$ cat config.mk
export PLATFORM = sky130hd
export DESIGN_NAME = rr_burst_arbiter_flat
export DESIGN_NICKNAME = d
export VERILOG_FILES = /design/src/rtl/rr_burst_arbiter_if.sv /design/src/rtl/rr_burst_arbiter.sv /design/src/flat_wrapper.sv
export SDC_FILE = /design/constraint.sdc
export NUM_CORES = 1
export LEC_CHECK = 0
export ABC_CLOCK_PERIOD_IN_PS = 39500
export CAP_MARGIN = 20
export CORE_MARGIN = 2
export CORE_UTILIZATION = 41
export CTS_CLUSTER_DIAMETER = 150
export DETAILED_ROUTE_END_ITERATION = 16
export GPL_ROUTABILITY_DRIVEN = 0
export PLACE_DENSITY_LB_ADDON = 0.1
export REMOVE_ABC_BUFFERS = 1
export SLEW_MARGIN = 20
export SYNTH_ARGS = -nofsm -noshare
export SYNTH_HDL_FRONTEND = slang
export SYNTH_SLANG_ARGS = --single-unit
$ cat constraint.sdc
create_clock -name BUS_CLK -period 39.5 [get_ports BUS_CLK]
set_input_delay 7.9 -clock BUS_CLK [delete_from_list [all_inputs] [get_ports BUS_CLK]]
set_output_delay 7.9 -clock BUS_CLK [all_outputs]
set_load 0.02 [all_outputs]
$ cat src/rtl/rr_burst_arbiter_if.sv
// Handshake bundle between the source FIFOs, the round-robin burst arbiter and the sink writer.
// The arbiter takes the slave view; the driving environment takes the master view.
interface rr_burst_arbiter_if #(
   parameter int N  = 7,
   parameter int DW = 32,
   parameter int CW = 3
);
   logic [N-1:0]    WRITE_REQ;
   logic [N-1:0]    HOLD_REQ;
   logic [N-1:0]    EN_MASK;
   logic [N*DW-1:0] DATA_IN;
   logic [N-1:0]    READ_GRANT;
   logic            READY_OUT;
   logic            WRITE_OUT;
   logic [DW-1:0]   DATA_OUT;
   logic [CW-1:0]   CH_OUT;
   logic [CW-1:0]   OWNER;
   logic            BUSY;

   modport master (
      output WRITE_REQ, HOLD_REQ, EN_MASK, DATA_IN, READY_OUT,
      input  READ_GRANT, WRITE_OUT, DATA_OUT, CH_OUT, OWNER, BUSY
   );

   modport slave (
      input  WRITE_REQ, HOLD_REQ, EN_MASK, DATA_IN, READY_OUT,
      output READ_GRANT, WRITE_OUT, DATA_OUT, CH_OUT, OWNER, BUSY
   );
endinterface

$ cat src/rtl/rr_burst_arbiter.sv
// N-channel round-robin arbiter with bounded bursts, enable mask and HOLD preemption,
// merging FWFT source FIFOs into one registered, channel-tagged output stream.
module rr_burst_arbiter #(
   parameter int N         = 7,
   parameter int DW        = 32,
   parameter int MAX_BURST = 16,
   parameter int CW        = 3
) (
   input  logic                BUS_CLK,
   input  logic                BUS_RST,
   rr_burst_arbiter_if.slave   bus
);
   localparam logic [0:0] IDLE  = 1'b0;
   localparam logic [0:0] GRANT = 1'b1;

   logic [0:0]    state_q, state_d;
   logic [CW-1:0] owner_q, owner_d;
   logic [CW-1:0] rr_ptr_q, rr_ptr_d;
   logic [15:0]   burst_cnt_q, burst_cnt_d;
   logic          write_out_q, write_out_d;
   logic [DW-1:0] data_q, data_d;
   logic [CW-1:0] ch_q, ch_d;

   logic [N-1:0]  elig, hold_elig;
   logic [CW-1:0] pick;
   int            best;
   logic [DW-1:0] own_data;
   logic          own_wreq, own_hold, own_en;
   logic          slot_free, pop, limit_hit, release_own;
   logic [15:0]   cnt_next;

   // HOLD requesters win by lowest index; otherwise nearest eligible channel after the pointer.
   always_comb begin
      elig      = bus.EN_MASK & (bus.WRITE_REQ | bus.HOLD_REQ);
      hold_elig = elig & bus.HOLD_REQ;
      pick      = '0;
      best      = N;
      for (int i = N-1; i >= 0; i--)
         if (hold_elig[i]) pick = CW'(i);
      if (hold_elig == '0) begin
         for (int i = 0; i < N; i++) begin
            if (elig[i] && ((i + N - 1 - int'(rr_ptr_q)) % N) < best) begin
               best = (i + N - 1 - int'(rr_ptr_q)) % N;
               pick = CW'(i);
            end
         end
      end
   end

   always_comb begin
      own_data = '0;
      for (int i = 0; i < N; i++)
         if (owner_q == CW'(i)) own_data = bus.DATA_IN[i*DW +: DW];
   end

   assign own_wreq  = bus.WRITE_REQ[owner_q];
   assign own_hold  = bus.HOLD_REQ[owner_q];
   assign own_en    = bus.EN_MASK[owner_q];
   assign slot_free = !write_out_q || bus.READY_OUT;
   assign pop       = (state_q == GRANT) && own_wreq && own_en && slot_free;
   assign cnt_next  = (burst_cnt_q == 16'hFFFF) ? burst_cnt_q : burst_cnt_q + 16'd1;
   assign limit_hit = (MAX_BURST != 0) && pop && ((int'(burst_cnt_q) + 1) >= MAX_BURST);
   // Losing the enable drops the grant even under HOLD.
   assign release_own = !own_en || (!own_hold && (!own_wreq || limit_hit));

   always_comb begin
      bus.READ_GRANT = '0;
      if (pop && !BUS_RST) bus.READ_GRANT = N'(1) << owner_q;
   end

   always_comb begin
      state_d     = state_q;
      owner_d     = owner_q;
      rr_ptr_d    = rr_ptr_q;
      burst_cnt_d = burst_cnt_q;
      write_out_d = write_out_q;
      data_d      = data_q;
      ch_d        = ch_q;
      case (state_q)
         IDLE: begin
            if (elig != '0) begin
               state_d     = GRANT;
               owner_d     = pick;
               burst_cnt_d = '0;
            end
         end
         default: begin
            if (pop) burst_cnt_d = cnt_next;
            if (release_own) begin
               state_d  = IDLE;
               rr_ptr_d = owner_q;
            end
         end
      endcase
      if (pop) begin
         write_out_d = 1'b1;
         data_d      = own_data;
         ch_d        = owner_q;
      end else if (bus.READY_OUT) begin
         write_out_d = 1'b0;
      end
   end

   always_ff @(posedge BUS_CLK or posedge BUS_RST) begin
      if (BUS_RST) begin
         state_q     <= IDLE;
         owner_q     <= '0;
         rr_ptr_q    <= CW'(N-1);
         burst_cnt_q <= '0;
         write_out_q <= 1'b0;
         data_q      <= '0;
         ch_q        <= '0;
      end else begin
         state_q     <= state_d;
         owner_q     <= owner_d;
         rr_ptr_q    <= rr_ptr_d;
         burst_cnt_q <= burst_cnt_d;
         write_out_q <= write_out_d;
         data_q      <= data_d;
         ch_q        <= ch_d;
      end
   end

   assign bus.WRITE_OUT = write_out_q;
   assign bus.DATA_OUT  = data_q;
   assign bus.CH_OUT    = ch_q;
   assign bus.OWNER     = owner_q;
   assign bus.BUSY      = (state_q == GRANT);
endmodule

$ cat src/flat_wrapper.sv
// flat-port wrapper written by rule: the top's interface ports become plain ports
module rr_burst_arbiter_flat 
#(
   parameter int N         = 7,
   parameter int DW        = 32,
   parameter int MAX_BURST = 16,
   parameter int CW        = 3
)
  (BUS_CLK, BUS_RST, bus_WRITE_REQ, bus_HOLD_REQ, bus_EN_MASK, bus_DATA_IN, bus_READY_OUT, bus_READ_GRANT, bus_WRITE_OUT, bus_DATA_OUT, bus_CH_OUT, bus_OWNER, bus_BUSY);
  rr_burst_arbiter_if #(.N(N), .DW(DW), .CW(CW)) bus_i ();
  input  logic BUS_CLK;
  input  logic BUS_RST;
  input wire logic [$bits(bus_i.WRITE_REQ)-1:0] bus_WRITE_REQ;
  input wire logic [$bits(bus_i.HOLD_REQ)-1:0] bus_HOLD_REQ;
  input wire logic [$bits(bus_i.EN_MASK)-1:0] bus_EN_MASK;
  input wire logic [$bits(bus_i.DATA_IN)-1:0] bus_DATA_IN;
  input wire logic [$bits(bus_i.READY_OUT)-1:0] bus_READY_OUT;
  output wire logic [$bits(bus_i.READ_GRANT)-1:0] bus_READ_GRANT;
  output wire logic [$bits(bus_i.WRITE_OUT)-1:0] bus_WRITE_OUT;
  output wire logic [$bits(bus_i.DATA_OUT)-1:0] bus_DATA_OUT;
  output wire logic [$bits(bus_i.CH_OUT)-1:0] bus_CH_OUT;
  output wire logic [$bits(bus_i.OWNER)-1:0] bus_OWNER;
  output wire logic [$bits(bus_i.BUSY)-1:0] bus_BUSY;
  assign bus_i.WRITE_REQ = bus_WRITE_REQ;
  assign bus_i.HOLD_REQ = bus_HOLD_REQ;
  assign bus_i.EN_MASK = bus_EN_MASK;
  assign bus_i.DATA_IN = bus_DATA_IN;
  assign bus_i.READY_OUT = bus_READY_OUT;
  assign bus_READ_GRANT = bus_i.READ_GRANT;
  assign bus_WRITE_OUT = bus_i.WRITE_OUT;
  assign bus_DATA_OUT = bus_i.DATA_OUT;
  assign bus_CH_OUT = bus_i.CH_OUT;
  assign bus_OWNER = bus_i.OWNER;
  assign bus_BUSY = bus_i.BUSY;
  rr_burst_arbiter #(.N(N), .DW(DW), .MAX_BURST(MAX_BURST), .CW(CW)) u_core (.BUS_CLK(BUS_CLK), .BUS_RST(BUS_RST), .bus(bus_i));
endmodule
* After elaboration in Yosys (flattened, before gate mapping)
Index checks and enable logic that the tools add are counted.
Storage, ports and cells: register bits after elaboration 59, word-level logic and storage cells 125
Cells by class: add/subtract/negate cells 9, div/mod/pow operators 7, order comparisons 9, equality and inequality tests 9, shift operators 1, muxes and demuxes 50, bitwise logic cells 4, reduce and logical (&&, ||, !) cells 29
Operators with widths (count):
- $mux W32 | 19
- $mod A32 B4 Y32 const B | 7
- $lt A32 B32 Y1 | 6
- $mux W16 | 4
- $mux W3 | 15
- $ge A32 B6 Y1 const B | 1
- $lt A32 B4 Y1 const B | 1
- $sub A4 B3 Y5 const A | 5
- $add A16 B1 Y17 const B | 1
- $add A16 B1 Y16 const B | 1
- $eq A16 B16 Y1 const B | 1
- $and A7 B7 Y7 | 2
- $logic_and A1 B1 Y1 | 13
- $bmux W1 S3 | 3
- $eq A3 B3 Y1 const B | 3
- $mux W1 | 8
- $sub A3 B3 Y4 const A | 2
- $logic_not A7 Y1 | 1
- $mux W7 | 1
- $or A7 B7 Y7 | 1
- $reduce_bool A7 Y1 | 1
- $shl A1 B3 Y7 const A | 1
- $eq A3 B2 Y1 const B | 2
- $logic_not A1 Y1 | 5
- other kinds (9) | 14

* Depth between registers and ports, before layout
Gate-level depths: netlist of run 1.
word-level depth 30, gate-level depth with buffers 95, gate-level depth less buffers 85

* Least setup slack after synthesis of run 1
OpenSTA, ideal clock, no wires.
kind in2reg, from input bus_HOLD_REQ[0], to register u_core.owner_q[0] (netlist: u_core.bus.OWNER[0]), library setup time 125 ps, data arrival time 24222 ps, required time 39375 ps, path slack 15153 ps, stages 82, buffers on the path 10, cells stage by stage o21ai_1 or2_2 clkbuf_2 o22a_1 buf_2 clkbuf_1 ha_1 a211o_1 a21oi_1 a31o_2 a311oi_1 a211o_1 a21oi_1 clkbuf_1 mux2_2 ha_1 or4b_2 a211o_1 (+46 left out) o21ai_4 buf_6 mux2_2 ha_1 a21o_1 a21o_1 a21o_1 a21oi_1 nor2b_1 o21ai_0 nand2b_1 a21oi_1 nand4_1 nor4_1 a21oi_1 a31oi_1 nand2b_1 a2bb2oi_1
Between the ends: longest elaborated chain between the ends 29
Ends and longest elaborated chain:
- from (decl) | line flat_wrapper.sv:14 | input wire logic [$bits(bus_i.HOLD_REQ)-1:0] bus_HOLD_REQ;
- $or A7 B7 Y7 | line rr_burst_arbiter.sv:34 | elig = bus.EN_MASK & (bus.WRITE_REQ | bus.HOLD_REQ);
- $and A7 B7 Y7 | line rr_burst_arbiter.sv:34
- $logic_and A1 B1 Y1 | line rr_burst_arbiter.sv:42 | if (elig[i] && ((i + N - 1 - int'(rr_ptr_q)) % N) < best) begin
- $mux W32 | line rr_burst_arbiter.sv:42
- $mux W32 | line rr_burst_arbiter.sv:40 | if (hold_elig == '0) begin
- $lt A32 B32 Y1 | line rr_burst_arbiter.sv:42
- $logic_and A1 B1 Y1 | line rr_burst_arbiter.sv:42
- $mux W32 | line rr_burst_arbiter.sv:42
- (+13 left out)
- $lt A32 B32 Y1 | line rr_burst_arbiter.sv:42
- $logic_and A1 B1 Y1 | line rr_burst_arbiter.sv:42
- $mux W32 | line rr_burst_arbiter.sv:42
- $mux W32 | line rr_burst_arbiter.sv:40
- $lt A32 B32 Y1 | line rr_burst_arbiter.sv:42
- $logic_and A1 B1 Y1 | line rr_burst_arbiter.sv:42
- $mux W3 | line rr_burst_arbiter.sv:42
- $mux W3 | line rr_burst_arbiter.sv:40
- to (signal assigned) | line rr_burst_arbiter.sv:115 | owner_q <= owner_d;
- to (decl) | line rr_burst_arbiter.sv:17 | logic [CW-1:0] owner_q, owner_d;
Parallel ways exist; a longest one is shown, timed or not. The select of a mux whose other input is x is not followed. A chain may end at the register's enable or synchronous reset.

* Final worst setup path of run 1
from input bus_EN_MASK[0], to register u_core.owner_q[0] (netlist: u_core.bus.OWNER[0])
Between the ends: longest elaborated chain between the ends 28
Ends and longest elaborated chain:
- from (decl) | line flat_wrapper.sv:15 | input wire logic [$bits(bus_i.EN_MASK)-1:0] bus_EN_MASK;
- $and A7 B7 Y7 * | line rr_burst_arbiter.sv:34
- $logic_and A1 B1 Y1 | line rr_burst_arbiter.sv:42
- $mux W32 | line rr_burst_arbiter.sv:42
- $mux W32 | line rr_burst_arbiter.sv:40
- $lt A32 B32 Y1 | line rr_burst_arbiter.sv:42
- $logic_and A1 B1 Y1 | line rr_burst_arbiter.sv:42
- $mux W32 | line rr_burst_arbiter.sv:42
- $mux W32 | line rr_burst_arbiter.sv:40
- (+12 left out)
- $lt A32 B32 Y1 | line rr_burst_arbiter.sv:42
- $logic_and A1 B1 Y1 | line rr_burst_arbiter.sv:42
- $mux W32 | line rr_burst_arbiter.sv:42
- $mux W32 | line rr_burst_arbiter.sv:40
- $lt A32 B32 Y1 | line rr_burst_arbiter.sv:42
- $logic_and A1 B1 Y1 | line rr_burst_arbiter.sv:42
- $mux W3 | line rr_burst_arbiter.sv:42
- $mux W3 | line rr_burst_arbiter.sv:40
Every way passes the cells marked *; elsewhere a longest branch is shown, timed or not. The select of a mux whose other input is x is not followed.

==> results of run 1 <==
## sequential cells by signal, summed over array words and instances, names as in the netlist
register              count
u_core.bus.BUSY           1
u_core.bus.OWNER          3
u_core.bus.CH_OUT         3
u_core.bus.WRITE_OUT      1
u_core.rr_ptr_q           3
u_core.burst_cnt_q       16
u_core.bus.DATA_OUT      32
## worst max-delay path by stage
stage                                            endpoint  depth (start not counted)            start  slack, ns
final                     u_core.bus.OWNER[0]$_DFFE_PP0P_                         79   bus_EN_MASK[0]      12.22
after global placement    u_core.bus.OWNER[0]$_DFFE_PP0P_                         78  bus_HOLD_REQ[0]      12.91
after global routing      u_core.bus.OWNER[0]$_DFFE_PP0P_                         78  bus_HOLD_REQ[0]      10.70
after floorplan           u_core.bus.OWNER[0]$_DFFE_PP0P_                         77  bus_HOLD_REQ[0]      14.43
after detailed placement  u_core.bus.OWNER[0]$_DFFE_PP0P_                         79   bus_EN_MASK[0]      12.22
after CTS                 u_core.bus.OWNER[0]$_DFFE_PP0P_                         79   bus_EN_MASK[0]      12.53
## per-layer routing
layer	track usage	wire (um)
met1	0.395	22000
met2	0.452	21400
met3	0.0375	2430
met4	0.0335	351
met5	0	0
## per-stage QoR
stage / util / area (sq um)
after global routing: 0.530 / 16200
final: 0.530 / 16200
after floorplan: - / 12200
after global placement: 0.519 / 15800
after CTS: 0.530 / 16200
after detailed placement: 0.519 / 15800
## cell type report
cell class	instances	area share
Antenna cell	1	0.000155
Clock buffer	10	0.0148
Clock inverter	6	0.00696
Inverter	63	0.0149
Multi-Input combinational cell	1439	0.650
Sequential cell	59	0.0918
Tap cell	396	0.0306
Timing Repair Buffer	313	0.191
## placed cells by master (no fill, tap or decap), types with 9 or more instances in the layout
| cell type | Yosys | routed |
|---|---|---|
| o22a_1 | 23 | 23 |
| buf_4 | 2 | 19 |
| o211ai_1 | 16 | 16 |
| clkbuf_16 | 0 | 9 |
| dfrtp_1 | 57 | 54 |
| nand2b_1 | 21 | 21 |
| a31oi_1 | 10 | 10 |
| nand3_1 | 37 | 36 |
| nor3_1 | 25 | 25 |
| nor2_1 | 115 | 114 |
| mux2_2 | 79 | 79 |
| a211oi_1 | 39 | 39 |
| inv_1 | 60 | 59 |
| nand2_1 | 169 | 169 |
| xnor2_1 | 11 | 11 |
| clkdlybuf4s50_1 | 0 | 294 |
| a21o_1 | 35 | 35 |
| mux2i_1 | 68 | 68 |
| a22o_1 | 9 | 9 |
| o21ai_0 | 176 | 175 |
| a41o_1 | 12 | 12 |
| ha_1 | 196 | 196 |
| and3_1 | 17 | 17 |
| o22ai_1 | 19 | 19 |
| nand4_1 | 37 | 37 |
| o21a_1 | 34 | 34 |
| a21oi_1 | 117 | 117 |
| nor2b_1 | 26 | 25 |
| a21boi_0 | 11 | 11 |
## tightest hold or removal path, delay by kind of cell, from the launching register on
kind            cells  cell delay [ns]
flops               1             0.34
compound gates      1             0.06
simple gates        1             0.04
## cells by family after synthesis
| group | after synthesis | share of synthesized area |
|---|---|---|
| AOI/OAI and AO/OA | 575 | 0.294 |
| xor gates and xnor gates | 19 | 0.0158 |
| adders and majority gates | 197 | 0.195 |
| buffers and inverters | 173 | 0.0551 |
| DFF | 59 | 0.117 |
| muxes | 157 | 0.139 |
| and+or+nand+nor | 491 | 0.185 |
==> Flow_metrics.wiki, run 1 <==
{| class="wikitable"
! Metric !! Value
|-
| Result of the run || finished clean
|-
| Critical path class || in2reg
|-
| Worst max-slew margin expressed relative to the limit || 0.284
|-
| Fin cells || about 2,300
|-
| Main synth FF type || dfrtp_1
|-
| Clk_skew || around 0.0059 ns
|-
| Number of fillers in the final layout || between 2,000 and 3,000
|-
| Die boundary height || approximately 180 um
|-
| CTS tree || built
|-
| Worst Path Buf+Inv || 4
|-
| Leftover overflow at the end of global routing || 0
|-
| Global Route Usage Sum || 0.276
|-
| Worst hold slack after final layout || about 0.48 ns
|-
| Starting DRC count in detailed routing || around 920
|-
| Maximum number of pins on one net before global-route repair || 74
|-
| Chip Width || ~180 um
|-
| Proportion of register bits with asynchronous set or reset after synthesis || 1.00
|-
| Leading cell type by number of instances after synthesis || ha_1
|-
| Largest stage delay on the critical path || 0.86 ns
|-
| Number of max-cap violations || 0
|-
| Final-layout setup total negative slack || 0 ns
|-
| Layout cell share with drive strength beyond 1 || 0.0841
|-
| Number of global-route vias before repair || between 10,000 and 15,000
|-
| Post-place setup slack || roughly 12 ns
|-
| Insertion delay to the later sink of the worst-skew pair || about 0.33 ns
|-
| Inserted Clock Buffers || 9
|-
| Number of enable flip-flop cells after synthesis || 0
|-
| Tmin final || about 27 ns
|-
| Register-to-Register Setup Slack || roughly 18 ns
|-
| Crit share post-route || 0.691
|-
| Worst Path Required || approximately 40 ns
|-
| Count of input and output buffers || between 200 and 300
|-
| Number of vias after detailed routing || 13,600
|-
| Flip-flop and latch count after synthesis || 59
|-
| Number of warnings issued by yosys || 0
|-
| Layout overhead on the synthesized area || 27.5%
|-
| Effective utilization at floorplan || 0.416
|-
| Arrival time of data at the critical path endpoint || 27.47 ns
|-
| Gate count after technology mapping || roughly 1,700
|-
| Residual antenna-violating net count after detailed routing || 0
|-
| Unique masters post-synth || between 80 and 90
|-
| Sort of element at the start of the critical path || primary input
|-
| First-pass GRT wire length || 73,100 um
|-
| Crit path capture type || flip-flop
|-
| Post-synthesis cell type with the largest combined area || ha_1
|-
| Worst reg2reg path startpoint || u_core.rr_ptr_q[1]$_DFFE_PP1P_
|-
| I/O pin count || 295
|-
| Number of levels the H-tree was split into || 3
|-
| Routed length per placed instance || between 20 and 25 um
|-
| CTS Root Buffer Type || clkbuf_16
|-
| Cells after DPL || about 2,300
|-
| Slowest stage cell on the critical path || o21ai_4
|-
| Wire length reported by the detailed router || ~46,000 um
|-
| Clock slew at reported path FFs || approximately 0.050 ns
|-
| Via density || approximately 5.9
|-
| Max clock buf depth || 2
|-
| Sequential cell area fraction in the yosys report || 0.117
|-
| CP top delay family || compound AO/OA/AOI/OAI gates
|-
| Core area || around 0.031 sq mm
|-
| Num Clock Sinks || a little under 60
|-
| Cell depth of the worst hold path || 2
|-
| CTS Hold Bufs || 0
|-
| # nets final || around 2,300
|-
| Floorplan die area || approximately 0.032 sq mm
|-
| Hold Crit Class || reg2reg
|-
| Post-DP HPWL || approximately 36,000 um
|-
| Top-area cell type share of the netlist area || 0.193
|-
| Most frequent cells after synthesis || ha_1, o21ai_0, nand2_1
|-
| Row Count || 64
|-
| Setup-violating endpoint count in the final report || 0
|-
| Maximum net fanout on the critical path || 39
|-
| Startpoint of the tightest hold check path || u_core.bus.DATA_OUT[22]$_DFFE_PP0P_
|-
| Post-CTS Resized || 0
|-
| Initial antenna violation count || 1
|-
| Length of the first detailed-routing pass in iterations || 5
|-
| Leading cell types by total area after synthesis || ha_1, dfrtp_1, mux2_2
|-
| DRC violations left || 0
|-
| Combined area of the multi-input logic cells || roughly 0.011 sq mm
|-
| RSZ-0062 raised after global routing || false
|-
| Flip-flop and latch area || between 0.001 and 0.0015 sq mm
|-
| Buffers inserted during post-CTS setup optimization || 0
|-
| Total count of max-transition violations in the final report || 0
|-
| Min setup slack post-route || around 12 ns
|-
| Worst reg2reg endpoint || u_core.bus.OWNER[0]$_DFFE_PP0P_
|-
| Transition time at the pin with the least slew margin || between 1 and 1.5 ns
|-
| Highest attainable clock frequency || approximately 37 MHz
|-
| Combined area of all synthesized cells || ~0.013 sq mm
|-
| Syn_area_per_cell || around 7.6 sq um
|-
| Register-to-Register Path Depth || 80
|-
| Final Hold Violating Endpoints || 0
|-
| Worst Hold Path EP || u_core.bus.DATA_OUT[22]$_DFFE_PP0P_
|-
| Most common cell on crit path || a21o_1
|}
Power of run 1 is not shown: default switching activity piles up to over one toggle a cycle in this logic, so the estimate is an artifact.
==> run 2, diff against run 1 <==
- ABC_CLOCK_PERIOD_IN_PS: 39500 -> 23200
- clock period: 39.5 -> 23.2 ns (I/O delays scaled with it)
==> Flow_metrics.wiki, run 2 (synthesized netlist as in run 1, its figures left out) <==
{| class="wikitable"
! Metric !! Value
|-
| First-pass GRT wire length || 71,900 um (was 73,100 um)
|-
| Starting DRC count in detailed routing || 906 (was 915)
|-
| Core area || 0.0305 sq mm (unchanged)
|-
| Met3 track utilization from global routing || 0.0506 (was 0.0375)
|-
| Min setup slack post-route || 1.37 ns (was 12.22 ns)
|-
| Length of the first detailed-routing pass in iterations || 5 (unchanged)
|-
| I/O pin count || 295 (unchanged)
|-
| Final-layout setup total negative slack || 0 ns (unchanged)
|-
| Worst max-slew margin expressed relative to the limit || 0.282 (was 0.284)
|-
| Via density || 5.89 (was 5.93)
|-
| Number of vias after detailed routing || 13,500 (was 13,600)
|-
| Number of max-cap violations || 0 (unchanged)
|-
| Largest stage delay on the critical path || 0.69 ns (was 0.86 ns)
|-
| Sort of element at the start of the critical path || primary input (unchanged)
|-
| Transition time at the pin with the least slew margin || 1.08 ns (was 1.07 ns)
|-
| Residual antenna-violating net count after detailed routing || 0 (unchanged)
|-
| Post-place setup slack || 0.275 ns (was 12.22 ns)
|-
| Post-DP HPWL || 36,200 um (was 36,300 um)
|-
| Met2 track demand over resource in global routing || 0.431 (was 0.452)
|-
| Maximum number of pins on one net before global-route repair || 83 (was 74)
|-
| Highest attainable clock frequency || between 40 and 50 MHz
|-
| Number of levels the H-tree was split into || 3 (unchanged)
|-
| Highest-utilization routing layer at the global route stage || met2 (unchanged)
|-
| Inserted Clock Buffers || 9 (unchanged)
|-
| Most common cell after layout, fill and taps aside || clkdlybuf4s50_1 (unchanged)
|-
| Met1 usage || 0.389 (was 0.395)
|-
| Most common cell on crit path || a21o_1 (unchanged)
|-
| DRC violations left || 0 (unchanged)
|-
| Count of input and output buffers || 294 (unchanged)
|-
| Max clock buf depth || 2 (unchanged)
|-
| Layout cell share with drive strength beyond 1 || 0.0905 (was 0.0841)
|-
| Leftover overflow at the end of global routing || 0 (unchanged)
|-
| Final Hold Violating Endpoints || 0 (unchanged)
|-
| Most frequent cells in the layout || clkdlybuf4s50_1, ha_1, o21ai_0, nand2_1, a21oi_1 (unchanged)
|-
| Effective utilization at floorplan || 0.416 (unchanged)
|-
| Chip Width || 180 um (unchanged)
|-
| Arrival time of data at the critical path endpoint || 22.04 ns (was 27.47 ns)
|-
| Number of flip-flops in the largest register || 32 (unchanged)
|-
| Total count of max-transition violations in the final report || 0 (unchanged)
|-
| Wire length reported by the detailed router || 45,900 um (was 46,200 um)
|-
| Hold Crit Class || reg2reg (unchanged)
|-
| Die boundary height || 180 um (unchanged)
|-
| Tmin final || between 20 and 25 ns
|-
| Crit path capture type || flip-flop (unchanged)
|-
| Row Count || 64 (unchanged)
|-
| Layout overhead on the synthesized area || 28.1% (was 27.5%)
|-
| Crit share post-route || 0.941
|-
| Critical path class || in2reg (unchanged)
|-
| Number of global-route vias before repair || 12,700 (about the same)
|-
| Global Route Usage Sum || 0.274 (was 0.276)
|-
| Result of the run || finished clean (unchanged)
|-
| Insertion delay to the later sink of the worst-skew pair || 0.33 ns (about the same)
|-
| Worst Path Required || 23.40 ns (was 39.70 ns)
|-
| Initial antenna violation count || 4 (was 1)
|-
| CTS Root Buffer Type || clkbuf_16 (unchanged)
|-
| Slowest stage cell on the critical path || or4b_2 (was o21ai_4)
|-
| # nets final || 2,341 (was 2,330)
|-
| Setup-violating endpoint count in the final report || 0 (unchanged)
|-
| RSZ-0062 raised after global routing || false (unchanged)
|-
| Num Clock Sinks || 59 (unchanged)
|-
| Maximum net fanout on the critical path || 39 (unchanged)
|-
| CTS tree || built (unchanged)
|-
| Floorplan die area || 0.0324 sq mm (unchanged)
|-
| Clock slew at reported path FFs || 0.05 ns (about the same)
|-
| CTS Hold Bufs || 0 (unchanged)
|-
| Routed length per placed instance || 20.0 um (was 20.2 um)
|-
| Clk_skew || 0.00950 ns (was 0.00591 ns)
|}
==> run 2: worst paths after layout <==
kind | from | endpoint | slack (ns) | cells past startpoint
setup reg to reg | u_core.rr_ptr_q[0]$_DFFE_PP0P_ | u_core.bus.OWNER[0]$_DFFE_PP0P_ | 4.09 | 82
hold reg to reg | u_core.bus.DATA_OUT[22]$_DFFE_PP0P_ | u_core.bus.DATA_OUT[22]$_DFFE_PP0P_ | 0.47 | 2
hold / removal | u_core.bus.DATA_OUT[22]$_DFFE_PP0P_ | u_core.bus.DATA_OUT[22]$_DFFE_PP0P_ | 0.47 | 2
min in group asynchronous | BUS_RST | u_core.bus.DATA_OUT[7]$_DFFE_PP0P_ | 5.07 | 3
max in group asynchronous | BUS_RST | u_core.bus.OWNER[0]$_DFFE_PP0P_ | 17.56 | 3
setup / recovery | bus_HOLD_REQ[0] | u_core.bus.OWNER[0]$_DFFE_PP0P_ | 1.37 | 80
==> run 2: timing repair <==
item / in CTS / in global routing
resized for setup: 0 / 5
endpoints found under the setup margin: 0 / 3
setup buffers: 0 / 7
hold endpoints to repair: 0 / 0
==> run 2: layout make-up <==
type	count	area, sq um
fillers	2942	14300
multi-input cells	1440	10500
repair buffers	323	3170
flip-flops and latches	59	1490
well taps	396	495
clock buffers	12	256
inverters	63	245
clock inverters	4	48.8
diodes	3	7.51
==> run 2: metal layers <==
metal	wire length, um	share of wire
met1	21700	0.47
met2	20700	0.45
met3	2690	0.059
met4	756	0.016
met5	13	0.00028
==> run 2: critical path: cells and delay by family <==
family	cells	cell delay, ns
AO/OA/AOI/OAI	45	8.71
adder cells (fa/ha/maj)	6	1.60
buffers and inverters	6	1.73
multiplexers	3	0.83
AND/OR/NAND/NOR	20	4.51
==> run 2: metrics by stage <==
step / hold WS (ns) / util / instances / cell area, sq um
floorplan: 0.457 / - / 1561 / 12200
global placement: 0.463 / 0.519 / 2273 / 15800
detailed placement: 0.469 / 0.519 / 2273 / 15800
CTS: 0.480 / 0.529 / 2289 / 16200
global route: 0.503 / 0.533 / 2300 / 16300
finish: 0.475 / 0.533 / 2300 / 16300
Power of run 2 is left out for the same reason.
==> run 3, diff against run 2 <==
- MAX_ROUTING_LAYER: unset -> met4
==> Flow_metrics.wiki, run 3 (synthesized netlist as in run 1, its figures left out) <==
{| class="wikitable"
! Metric !! Value
|-
| Result of the run || finished clean (unchanged)
|-
| Met3 track utilization from global routing || 0.0484 (was 0.0506)
|-
| Total count of max-transition violations in the final report || 0 (unchanged)
|-
| Tmin final || 21.88 ns (was 21.83 ns)
|-
| Leftover overflow at the end of global routing || 0 (unchanged)
|-
| Inserted Clock Buffers || 9 (unchanged)
|-
| Crit share post-route || 0.943 (was 0.941)
|-
| Initial antenna violation count || 4 (unchanged)
|-
| Starting DRC count in detailed routing || 972 (was 906)
|-
| Insertion delay to the later sink of the worst-skew pair || 0.33 ns (about the same)
|-
| Length of the first detailed-routing pass in iterations || 5 (unchanged)
|-
| Num Clock Sinks || 59 (unchanged)
|-
| Via density || 5.89 (about the same)
|-
| Post-DP HPWL || 36,200 um (unchanged)
|-
| CP top delay family || compound AO/OA/AOI/OAI gates (unchanged)
|-
| Transition time at the pin with the least slew margin || 1.09 ns (was 1.08 ns)
|-
| Max clock buf depth || 2 (unchanged)
|-
| Number of flip-flops in the largest register || 32 (unchanged)
|-
| Met1 usage || 0.389 (about the same)
|-
| Floorplan die area || 0.0324 sq mm (unchanged)
|-
| Number of vias after detailed routing || 13,600 (was 13,500)
|-
| Number of global-route vias before repair || 12,700 (about the same)
|-
| Number of levels the H-tree was split into || 3 (unchanged)
|-
| I/O pin count || 295 (unchanged)
|-
| Number of fillers in the final layout || 2,943 (was 2,942)
|-
| Final-layout setup total negative slack || 0 ns (unchanged)
|-
| Post-place setup slack || 0.275 ns (unchanged)
|-
| Arrival time of data at the critical path endpoint || 22.09 ns (was 22.04 ns)
|-
| CTS Root Buffer Type || clkbuf_16 (unchanged)
|-
| Worst Path Buf+Inv || 6 (unchanged)
|-
| Critical path class || in2reg (unchanged)
|-
| Routed length per placed instance || 20.0 um (about the same)
|-
| Global Route Usage Sum || 0.282 (was 0.274)
|-
| Most frequent cells in the layout || clkdlybuf4s50_1, ha_1, o21ai_0, nand2_1, a21oi_1 (unchanged)
|-
| Chip Width || 180 um (unchanged)
|-
| Combined area of the multi-input logic cells || 0.0105 sq mm (unchanged)
|-
| CTS tree || built (unchanged)
|-
| Worst max-slew margin expressed relative to the limit || 0.274 (was 0.282)
|-
| Row Count || 64 (unchanged)
|-
| DRC violations left || 0 (unchanged)
|-
| Layout cell share with drive strength beyond 1 || 0.0905 (unchanged)
|-
| Count of input and output buffers || 294 (unchanged)
|-
| Setup-violating endpoint count in the final report || 0 (unchanged)
|-
| Hold Crit Class || reg2reg (unchanged)
|-
| Layout overhead on the synthesized area || 28.1% (about the same)
|-
| Sort of element at the start of the critical path || primary input (unchanged)
|-
| Worst Path Required || 23.40 ns (about the same)
|-
| Slowest stage cell on the critical path || or4b_2 (unchanged)
|-
| Most common cell on crit path || a21o_1 (unchanged)
|-
| Flip-flop and latch area || 0.00149 sq mm (unchanged)
|-
| RSZ-0062 raised after global routing || false (unchanged)
|-
| Crit path capture type || flip-flop (unchanged)
|-
| Wire length reported by the detailed router || 46,000 um (was 45,900 um)
|-
| Die boundary height || 180 um (unchanged)
|-
| Core area || 0.0305 sq mm (unchanged)
|-
| Number of max-cap violations || 0 (unchanged)
|-
| Largest stage delay on the critical path || 0.69 ns (about the same)
|-
| Highest-utilization routing layer at the global route stage || met2 (unchanged)
|-
| # nets final || 2,341 (unchanged)
|-
| Maximum net fanout on the critical path || 39 (unchanged)
|-
| Most common cell after layout, fill and taps aside || clkdlybuf4s50_1 (unchanged)
|-
| Clock slew at reported path FFs || 0.05 ns (about the same)
|-
| Highest attainable clock frequency || 45.7 MHz (was 45.8 MHz)
|-
| Met2 track demand over resource in global routing || 0.431 (about the same)
|-
| Final Hold Violating Endpoints || 0 (unchanged)
|-
| Residual antenna-violating net count after detailed routing || 0 (unchanged)
|-
| Min setup slack post-route || 1.32 ns (was 1.37 ns)
|-
| Clk_skew || 0.0110 ns (was 0.00950 ns)
|-
| Maximum number of pins on one net before global-route repair || 83 (unchanged)
|-
| Effective utilization at floorplan || 0.416 (unchanged)
|-
| First-pass GRT wire length || 72,000 um (was 71,900 um)
|}
run 3: cell type report:
cell class              instances  area share
clock inverters                 4     0.00300
inverters                      63      0.0151
well taps                     396      0.0305
repair buffers                323       0.195
multi-input cells            1440       0.648
diodes                          4    0.000616
clock buffers                  12      0.0158
flip-flops and latches         59      0.0914
run 3: repair_timing:
| action | 4_1_cts | 5_1_grt |
|---|---|---|
| buffers inserted | 0 | 7 |
| hold endpoints to repair | 0 | 0 |
| resized for setup | 0 | 5 |
| hold buffers | 0 | 0 |
| setup endpoints to repair | 0 | 3 |
run 3: metal layers:
metal,routed length [um],up-vias
met4,686,0
li1,-,6740
met2,20800,365
met5,0,-
met3,2690,37
met1,21800,6422
run 3: worst register-to-register path, delay by kind of cell, from the launching register on:
family | cells | cell delay [ns]
fa+ha+maj | 8 | 2.36
xor+xnor | 1 | 0.15
flops | 1 | 0.35
mux | 4 | 1.18
simple gates | 21 | 5.04
buf+inv | 6 | 1.70
compound gates | 42 | 8.28
run 3: final timing paths:
path | start | end | slack (ns) | depth (start not counted)
setup reg to reg | u_core.rr_ptr_q[0]$_DFFE_PP0P_ | u_core.bus.OWNER[0]$_DFFE_PP0P_ | 4.04 | 82
min in group asynchronous | BUS_RST | u_core.bus.DATA_OUT[7]$_DFFE_PP0P_ | 5.08 | 3
hold / removal | u_core.bus.DATA_OUT[22]$_DFFE_PP0P_ | u_core.bus.DATA_OUT[22]$_DFFE_PP0P_ | 0.47 | 2
setup / recovery | bus_HOLD_REQ[0] | u_core.bus.OWNER[0]$_DFFE_PP0P_ | 1.32 | 80
max in group asynchronous | BUS_RST | u_core.bus.OWNER[0]$_DFFE_PP0P_ | 17.54 | 3
hold reg to reg | u_core.bus.DATA_OUT[22]$_DFFE_PP0P_ | u_core.bus.DATA_OUT[22]$_DFFE_PP0P_ | 0.47 | 2
run 3: stage by stage:
stage          cell area [sq um]  hold WS (ns)  std cells  utilization
6_report                   16300         0.475       2301        0.533
5_1_grt                    16300         0.503       2301        0.533
4_1_cts                    16200         0.480       2289        0.529
3_5_place_dp               15800         0.469       2273        0.519
3_3_place_gp               15800         0.463       2273        0.519
2_1_floorplan              12200         0.457       1561            -
Power of run 3 is left out for the same reason.
==> RTL edit (flow settings as in run 2) <==
`DW` is set to 32 in 3 places; all go to 64.
--- a/src/rtl/rr_burst_arbiter_if.sv
+++ b/src/rtl/rr_burst_arbiter_if.sv
@@ -2,7 +2,7 @@
 // The arbiter takes the slave view; the driving environment takes the master view.
 interface rr_burst_arbiter_if #(
    parameter int N  = 7,
-   parameter int DW = 32,
+   parameter int DW = 64,
    parameter int CW = 3
 );
    logic [N-1:0]    WRITE_REQ;
--- a/src/rtl/rr_burst_arbiter.sv
+++ b/src/rtl/rr_burst_arbiter.sv
@@ -2,7 +2,7 @@
 // merging FWFT source FIFOs into one registered, channel-tagged output stream.
 module rr_burst_arbiter #(
    parameter int N         = 7,
-   parameter int DW        = 32,
+   parameter int DW        = 64,
    parameter int MAX_BURST = 16,
    parameter int CW        = 3
 ) (
--- a/src/flat_wrapper.sv
+++ b/src/flat_wrapper.sv
@@ -2,7 +2,7 @@
 module rr_burst_arbiter_flat 
 #(
    parameter int N         = 7,
-   parameter int DW        = 32,
+   parameter int DW        = 64,
    parameter int MAX_BURST = 16,
    parameter int CW        = 3
 )
Ports: changed (resized bus_DATA_IN and bus_DATA_OUT); port bits go from 295 to 551. No check against the original RTL was run, so the function may have changed too.
==> RTL edit against run 2 <==
Setup slack better by 0.014 ns. Count of clock-buffer cells in the layout is 1 lower. First-iteration DRC count is 110% higher. Final area is 32% higher. Non-clock buffer count is 285 higher. Largest cell class unchanged. Register-to-register slack worse by 0.62 ns. Area after synthesis is 19% higher. Sequential cell count is 32 higher. Routed wire length is 67% higher. Via count is 35% higher.
Power is left out: the tool's default activity adds up to more than one toggle a clock period on the data nets, which glitch-free logic cannot reach.
==> RTL edit: results <==
export IMPL_nNetsFinal=3118
export IMPL_synth_xor_area_share_pct=1.52
export IMPL_n_fill_cell=3370
export IMPL_met1Wirelength_um=32000
export IMPL_worst_slew_pin_slew_ns=1.07
export IMPL_arrival_ns=22.06
export IMPL_seq_area_frac_synth_pct=15.1
export IMPL_io_buffers=550
export IMPL_grtUsageTotal_pct=38.3
export IMPL_place_area_um2=21100
export IMPL_cpMaxStageDelayCell="clkdlybuf4s50_1"
export IMPL_ys_types=90
export IMPL_grt_pass1_wl_um=111000
export IMPL_synth_edf_count=0
export IMPL_synthTopCellsByCount="nand2_1, o21ai_0, ha_1"
export IMPL_dp_cells=2901
export IMPL_grt_antenna_before_repair=18
export IMPL_ys_top_cells_by_area="ha_1, dfrtp_1, mux2i_1"
export IMPL_grt_pass1_vias=17200
export IMPL_reg2reg_depth=88
export IMPL_fin_cells=2928
export IMPL_drt_pass1_iter_count=5
export IMPL_htreeDepth=3
export IMPL_routedWlPerCell_um=26.2
export IMPL_met3WireLength_um=11100
export IMPL_cp_max_fo=26
export IMPL_yosys_mux_area_fraction_pct=12.1
export IMPL_drive_gt1_share_pct=7.38
export IMPL_clkLatencyLatePin_ns=0.37
export IMPL_use_met3_pct=17.4
export IMPL_crit_path_end_kind="register"
export IMPL_status="complete, no violations"
export IMPL_syn_avg_cell_area_um2=7.64
export IMPL_grt_use_met1_pct=51.8
export IMPL_avgViaCountPerCell=6.23
export IMPL_synthAdderAreaFrac_pct=16.4
export IMPL_synth_warnings=0
export IMPL_fin_crit_ns=21.82
export IMPL_max_stage_delay_ns=0.58
export IMPL_hold_class="reg2reg"
export IMPL_skew_ns=0.0144
export IMPL_rr_startpoint="u_core.rr_ptr_q[1]$_DFFE_PP1P_"
export IMPL_synth_top_flop_cell="dfrtp_1"
export IMPL_synth_compound_area_share_pct=31.3
export IMPL_min_from="u_core.bus.DATA_OUT[49]$_DFFE_PP0P_"
export IMPL_largest_reg_flops=64
export IMPL_clk_pin_slew_ns=0.08
export IMPL_grt_max_degree=72
export IMPL_numCtsBuffers=9
export IMPL_routed_top_layer="met5"
export IMPL_hpwl_um=61100
export IMPL_crit_start="bus_HOLD_REQ[0]"
export IMPL_met2_usage_pct=55.4
export IMPL_reg2reg_slack_ns=3.47
export IMPL_first_iter_violations=1932
export IMPL_met2WireLength_um=32100
export IMPL_pre_cts_ws_ns=0.381
[RTL edit: cell count changes in the layout (fill, tap and decap cells not counted), moves of 19 or more]
cell	run 2	this run
a211oi_1	39	10
a22oi_1	8	108
a41oi_1	1	56
buf_4	28	57
clkdlybuf4s50_1	294	550
dfrtp_1	54	86
mux2_2	79	47
mux2i_1	68	107
nand2_1	167	227
nand2b_1	21	61
o21ai_0	175	198
o22a_1	22	3
[RTL edit: worst min-delay path by stage]
stage / endpoint / slack (ns) / cells past startpoint
6_report: u_core.bus.DATA_OUT[49]$_DFFE_PP0P_ / 0.48 / 2
3_5_place_dp: u_core.bus.CH_OUT[1]$_DFFE_PP0P_ / 0.47 / 2
5_1_grt: u_core.bus.CH_OUT[1]$_DFFE_PP0P_ / 0.51 / 2
3_3_place_gp: u_core.bus.CH_OUT[1]$_DFFE_PP0P_ / 0.46 / 2
4_1_cts: u_core.bus.CH_OUT[1]$_DFFE_PP0P_ / 0.49 / 2
2_1_floorplan: u_core.burst_cnt_q[2]$_DFFE_PP0P_ / 0.46 / 1
[RTL edit: repair_timing]
| item | in CTS | in global routing |
|---|---|---|
| setup buffers | 0 | 5 |
| endpoints found under the hold margin | 0 | 0 |
| resized for setup | 0 | 5 |
| endpoints found under the setup margin | 0 | 3 |
| hold buffers | 0 | 0 |
[RTL edit: cell type report]
class / instances / area (µm²) / area share [%]
diodes: 6 / 15.0 / 0.0699
clock buffers: 11 / 243 / 1.13
clock inverters: 5 / 60.1 / 0.280
inverters: 67 / 254 / 1.18
multi-input cells: 1672 / 12100 / 56.2
flip-flops and latches: 91 / 2290 / 10.7
well taps: 468 / 586 / 2.73
repair buffers: 608 / 5950 / 27.7
